[config.mk]
export PLATFORM = sky130hd
export DESIGN_NAME = mem_arbiter
export DESIGN_NICKNAME = d
export VERILOG_FILES = /design/src/rtl/sm83_pkg.sv /design/src/rtl/mem_arbiter.sv
export SDC_FILE = /design/constraint.sdc
export NUM_CORES = 1
export LEC_CHECK = 0
export ABC_AREA = 1
export BUFFER_PORTS_ARGS = -buffer_cell sky130_fd_sc_hd__buf_4
export CAP_MARGIN = 20
export CORE_MARGIN = 4
export CORE_UTILIZATION = 45
export CTS_BUF_LIST = sky130_fd_sc_hd__clkbuf_4 sky130_fd_sc_hd__clkbuf_8
export CTS_CLUSTER_SIZE = 16
export DETAILED_ROUTE_END_ITERATION = 8
export GPL_ROUTABILITY_DRIVEN = 0
export HOLD_SLACK_MARGIN = 0.1
export PLACE_DENSITY = 0.9
export SLEW_MARGIN = 30
export SYNTH_ARGS = -nofsm -noshare
export SYNTH_HDL_FRONTEND = slang
export SYNTH_SLANG_ARGS = --single-unit
[constraint.sdc]
create_clock -name clk -period 1.75 [get_ports clk]
set_input_delay 0.2625 -clock clk [delete_from_list [all_inputs] [get_ports clk]]
set_output_delay 0.2625 -clock clk [all_outputs]
set_load 0.03 [all_outputs]
[src/rtl/sm83_pkg.sv]
// Shared types for the SM83 memory subsystem: bus widths, access ownership
// and the arbiter's single-entry access stage.
package sm83_pkg;

    typedef logic [15:0] addr_t;
    typedef logic [7:0]  data_t;

    typedef enum logic [1:0] {
        OWN_NONE,
        OWN_CPU,
        OWN_DMA
    } owner_t;

    typedef enum logic [1:0] {
        IDLE,
        CPU_ACC,
        DMA_ACC
    } arb_state_t;

    typedef struct packed {
        logic  we;
        addr_t addr;
        data_t wdata;
    } stage_t;

    // The FSM state names exactly who owns the stage register.
    function automatic owner_t state_owner(arb_state_t s);
        case (s)
            CPU_ACC: return OWN_CPU;
            DMA_ACC: return OWN_DMA;
            default: return OWN_NONE;
        endcase
    endfunction

endpackage

[src/rtl/mem_arbiter.sv]
// Two-port (CPU/DMA) arbiter onto a single-port memory with combinational read
// data. DMA wins by default, but the CPU is forced in after DMA_BURST DMA grants.
module mem_arbiter
    import sm83_pkg::*;
#(
    parameter int unsigned DMA_BURST = 4
) (
    input  logic  clk,
    input  logic  rst_n,

    input  logic  cpu_req,
    input  logic  cpu_we,
    input  addr_t cpu_addr,
    input  data_t cpu_wdata,
    output logic  cpu_gnt,
    output logic  cpu_rvalid,
    output data_t cpu_rdata,

    input  logic  dma_req,
    input  logic  dma_we,
    input  addr_t dma_addr,
    input  data_t dma_wdata,
    output logic  dma_gnt,
    output logic  dma_rvalid,
    output data_t dma_rdata,

    output logic  mem_wen,
    output addr_t mem_w_addr,
    output addr_t mem_r_addr,
    output data_t mem_w_data,
    input  data_t mem_r_data
);

    localparam int CNT_W = $clog2(DMA_BURST + 1);
    localparam logic [CNT_W-1:0] BURST_MAX = CNT_W'(DMA_BURST);

    arb_state_t       state;
    stage_t           stage;
    logic [CNT_W-1:0] burst_cnt;
    owner_t           owner;
    logic             cpu_turn;

    // A waiting CPU that has watched DMA_BURST DMA grants go by takes this slot.
    assign cpu_turn = cpu_req && (burst_cnt == BURST_MAX);
    assign dma_gnt  = rst_n && dma_req && !cpu_turn;
    assign cpu_gnt  = rst_n && cpu_req && !dma_gnt;

    // NOTE: state registers use non-blocking assignments so every flop samples
    // the pre-edge values of the others, independent of statement order.
    always_ff @(posedge clk or negedge rst_n) begin
        if (!rst_n) begin
            state     <= IDLE;
            stage     <= '0;
            burst_cnt <= '0;
        end else begin
            if (cpu_gnt) begin
                state <= CPU_ACC;
                stage <= '{we: cpu_we, addr: cpu_addr, wdata: cpu_wdata};
            end else if (dma_gnt) begin
                state <= DMA_ACC;
                stage <= '{we: dma_we, addr: dma_addr, wdata: dma_wdata};
            end else begin
                // Stage contents are kept so the address outputs hold while idle.
                state <= IDLE;
            end

            if (!cpu_req || cpu_gnt) begin
                burst_cnt <= '0;
            end else if (dma_gnt && burst_cnt != BURST_MAX) begin
                burst_cnt <= burst_cnt + CNT_W'(1);
            end
        end
    end

    assign owner      = state_owner(state);

    assign mem_wen    = (owner != OWN_NONE) && stage.we;
    assign mem_w_addr = stage.addr;
    assign mem_r_addr = stage.addr;
    assign mem_w_data = stage.wdata;

    assign cpu_rvalid = (owner == OWN_CPU) && !stage.we;
    assign dma_rvalid = (owner == OWN_DMA) && !stage.we;
    assign cpu_rdata  = cpu_rvalid ? mem_r_data : '0;
    assign dma_rdata  = dma_rvalid ? mem_r_data : '0;

endmodule

==> flow_summary.toml <==
[cells_and_area]
fin_util_pct = 66.4
final_nets = 397
fillCellCount = 353
drive_above_1_share_pct = 46.1
area_growth_pct = 40.6
diodes = 0
final_area_um2 = 2690

[logic_synthesis]
synth_seq_cells = 30
ys_types = 17
ys.flop_type = "dfrtp_1"
synthTopCellsByCount = "nand2_1 (59), nand3_1 (51), buf_4 (40)"
synth_top_area_share_pct = 39.2
avgSynthCellArea_um2 = 7.85
synth-seq-area-share_pct = 39.2
ys_warn_count = 0
syn_nets = 310
post-synth-top-count-cell = "nand2_1"
synth_cells = 244
async_flop_share_pct = 100
synth_edf_count = 0
synthesis.area_um2 = 1920
synth_top_cells_by_area = "dfrtp_1 (39%), buf_4 (16%), nand3_1 (13%)"
post-synth-top-area-cell = "dfrtp_1"

[power_and_ir_drop]
vdd_ir_drop_max_uv = 476
p_leak_nw = 1.53
pwr_density_cell_nw_per_um2 = 840

[grt]
antenna_found_initial = 0
overflow = 0
grt_pass1_wl_mm = 7.73
grt_max_degree = 29
grt_usage_pct = 18.6
grt_pass1_vias = 1802

[die]
rows = 23
floorplan.initialDensity_pct = 47.2
dieHeight_um = 73.2
coreArea_um2 = 4060
dieArea_um2 = 5360
die_width_um = 73.2
ioPinCount = 123

[setup_path]
ff2ff_setup_slack_ns = 0.39
cp_slowest_cell = "dfrtp_1"
path_cells = "inv_1 -> ha_2 -> nand3_2 -> nand2_4 -> clkinv_8 -> buf_6"
critPathLaunchType = "flip-flop"
cp_num_buf_inv = 3
worstPathMaxFanout = 14
cp-end-kind = "output pin"
cp_slowest_stage_delay_ns = 0.38
r2r-end = "mem_r_addr[4]"
crit_family = "flip-flops"
startpoint = "burst_cnt[0]"
critPathKind = "flip-flop to output pin"
r2r-start = "burst_cnt[0]"
required_ns = 1.49
cp.arrival_ns = 1.42
r2r_cells = 7

[place]
placed_area_um2 = 2540
port_buffers = 122
dp_slack_ns = 0.218
hpwl_mm = 3.92

[detailed_routing]
first_pass_iters = 4
avgRoutedWirePerCell_um = 13.6
drt_iter0_markers = 121
drt-total-wl_mm = 5.19
vias_per_cell = 4.82
ant_nets = 0
num_vias = 1842
post-route-drc-count = 0

[sta]
finalCritPeriodShare_pct = 96.0
tightest_slew_ns = 0.320
finClkSkew_ns = 0.00229
finalSetupViolations = 0
max_clock_freq_mhz = 595
setup_slack_ns = 0.0697
slew-limit-headroom_pct = 78.6
min_period_ns = 1.68
hold_viol = 0
fin_tns_setup_ns = 0
final_max_slew_viol_count = 0

[hold_path]
hp-start = "dma_addr[6]"
hold-path-cell-count = 3
whs_endpoint = "mem_r_addr[6]"
min_path_type = "primary input to flip-flop"

[cts]
clockBufferDepth = 2
cts_htree_levels = 2
cts_sinks = 30
cts_tree = "built"
cts_inserted_buffers = 5
insertion_delay_ns = 0.28
clkSlewWorstSetupHoldPaths_ns = 0.06
cts_root_buf = "clkbuf_8"

[outcome]
run_status = "finished, final reports clean"

[flow_run]
cap_violations = 0
## area by class of cell
type | count | area (um^2) | share of cell area (%)
Timing Repair Buffer | 128 | 980 | 36.4
Sequential cell | 30 | 751 | 27.9
Multi-Input combinational cell | 143 | 699 | 26.0
Timing Repair inverter | 1 | 8.76 | 0.325
Tap cell | 50 | 62.6 | 2.32
Clock buffer | 7 | 90.1 | 3.35
Inverter | 22 | 96.3 | 3.58
Clock inverter | 1 | 5.00 | 0.186
## worst max path at each step
| stage | to | depth (start not counted) | slack, ns |
|---|---|---|---|
| global placement | dma_gnt | 6 | 0.26 |
| floorplan | dma_rdata[0] | 4 | 0.37 |
| CTS | dma_gnt | 6 | 0.0005 |
| global route | cpu_gnt | 7 | -0.02 |
| detailed placement | dma_gnt | 6 | 0.22 |
| finish | dma_gnt | 6 | 0.07 |
## per-stage QoR
step / hold WS (ns) / std cells / power [mW]
after floorplan: -0.0331 / 244 / 1.48
after global placement: 0.0949 / 371 / 1.68
after detailed placement: 0.0939 / 371 / 1.69
after CTS: 0.180 / 380 / 2.28
after global routing: 0.185 / 382 / 2.37
final: 0.186 / 382 / 2.26
## registers in the layout, indices dropped and copies added, names as in the netlist
name / flops
state: 2
mem_w_data: 8
mem_r_addr: 16
burst_cnt: 3
stage: 1
## worst reg2reg max path, delay by kind of cell, from the launching register on
family                     cells  cell delay (ns)
buffers and inverters          2             0.36
adders and majority gates      1             0.19
and+or+nand+nor                4             0.37
DFF                            1             0.38
## cell families after synthesis
logic type                 after synthesis  synth area share, %
DFF                                     30                 39.2
xor gates and xnor gates                 1                0.457
adders and majority gates                4                 2.61
buffers and inverters                   71                 25.3
and+or+nand+nor                        138                 32.4
## where the power goes
| part | internal (mW) | leakage, nW | switching, mW | total [mW] |
|---|---|---|---|---|
| sequential | 0.774 | 0.375 | 0.0586 | 0.833 |
| clock | 0.332 | 0.0517 | 0.245 | 0.577 |
| combinational | 0.341 | 1.10 | 0.512 | 0.853 |
| total | 1.45 | 1.53 | 0.815 | 2.26 |
## what timing repair did
action | CTS | global route
hold endpoints to repair | 30 | 0
cloned | 0 | 1
resized for setup | 2 | 8
endpoints found under the setup margin | 1 | 8
setup buffers | 0 | 1
pin swaps | 0 | 1
hold buffers | 1 | 0
## cells in the final DEF (no fill, tap or decap)
cell and instances:
clkbuf_4 1, inv_2 1, nor2_2 1, inv_6 1, nor2_1 18, nand2_1 57, inv_1 19, clkinv_2 2
ha_1 3, clkinv_8 1, buf_6 1, dfrtp_1 30, buf_12 1, nand3_1 50, ha_2 1, dlygate4sd3_1 1
nand2_2 6, nand3_2 4, xor2_1 1, nor2_4 1, clkbuf_8 6, buf_4 125, nand2_4 1
## metal layers
layer  vias to the layer above  wire length, um  global-route usage [%]
met4                         0               59                    5.74
met5                         -                0                       0
met1                       859             1830                    20.5
li1                        897                -                       -
met2                        79             2710                    33.1
met3                         7              589                    6.89
No activity file was read; power rests on OpenSTA's default activity.
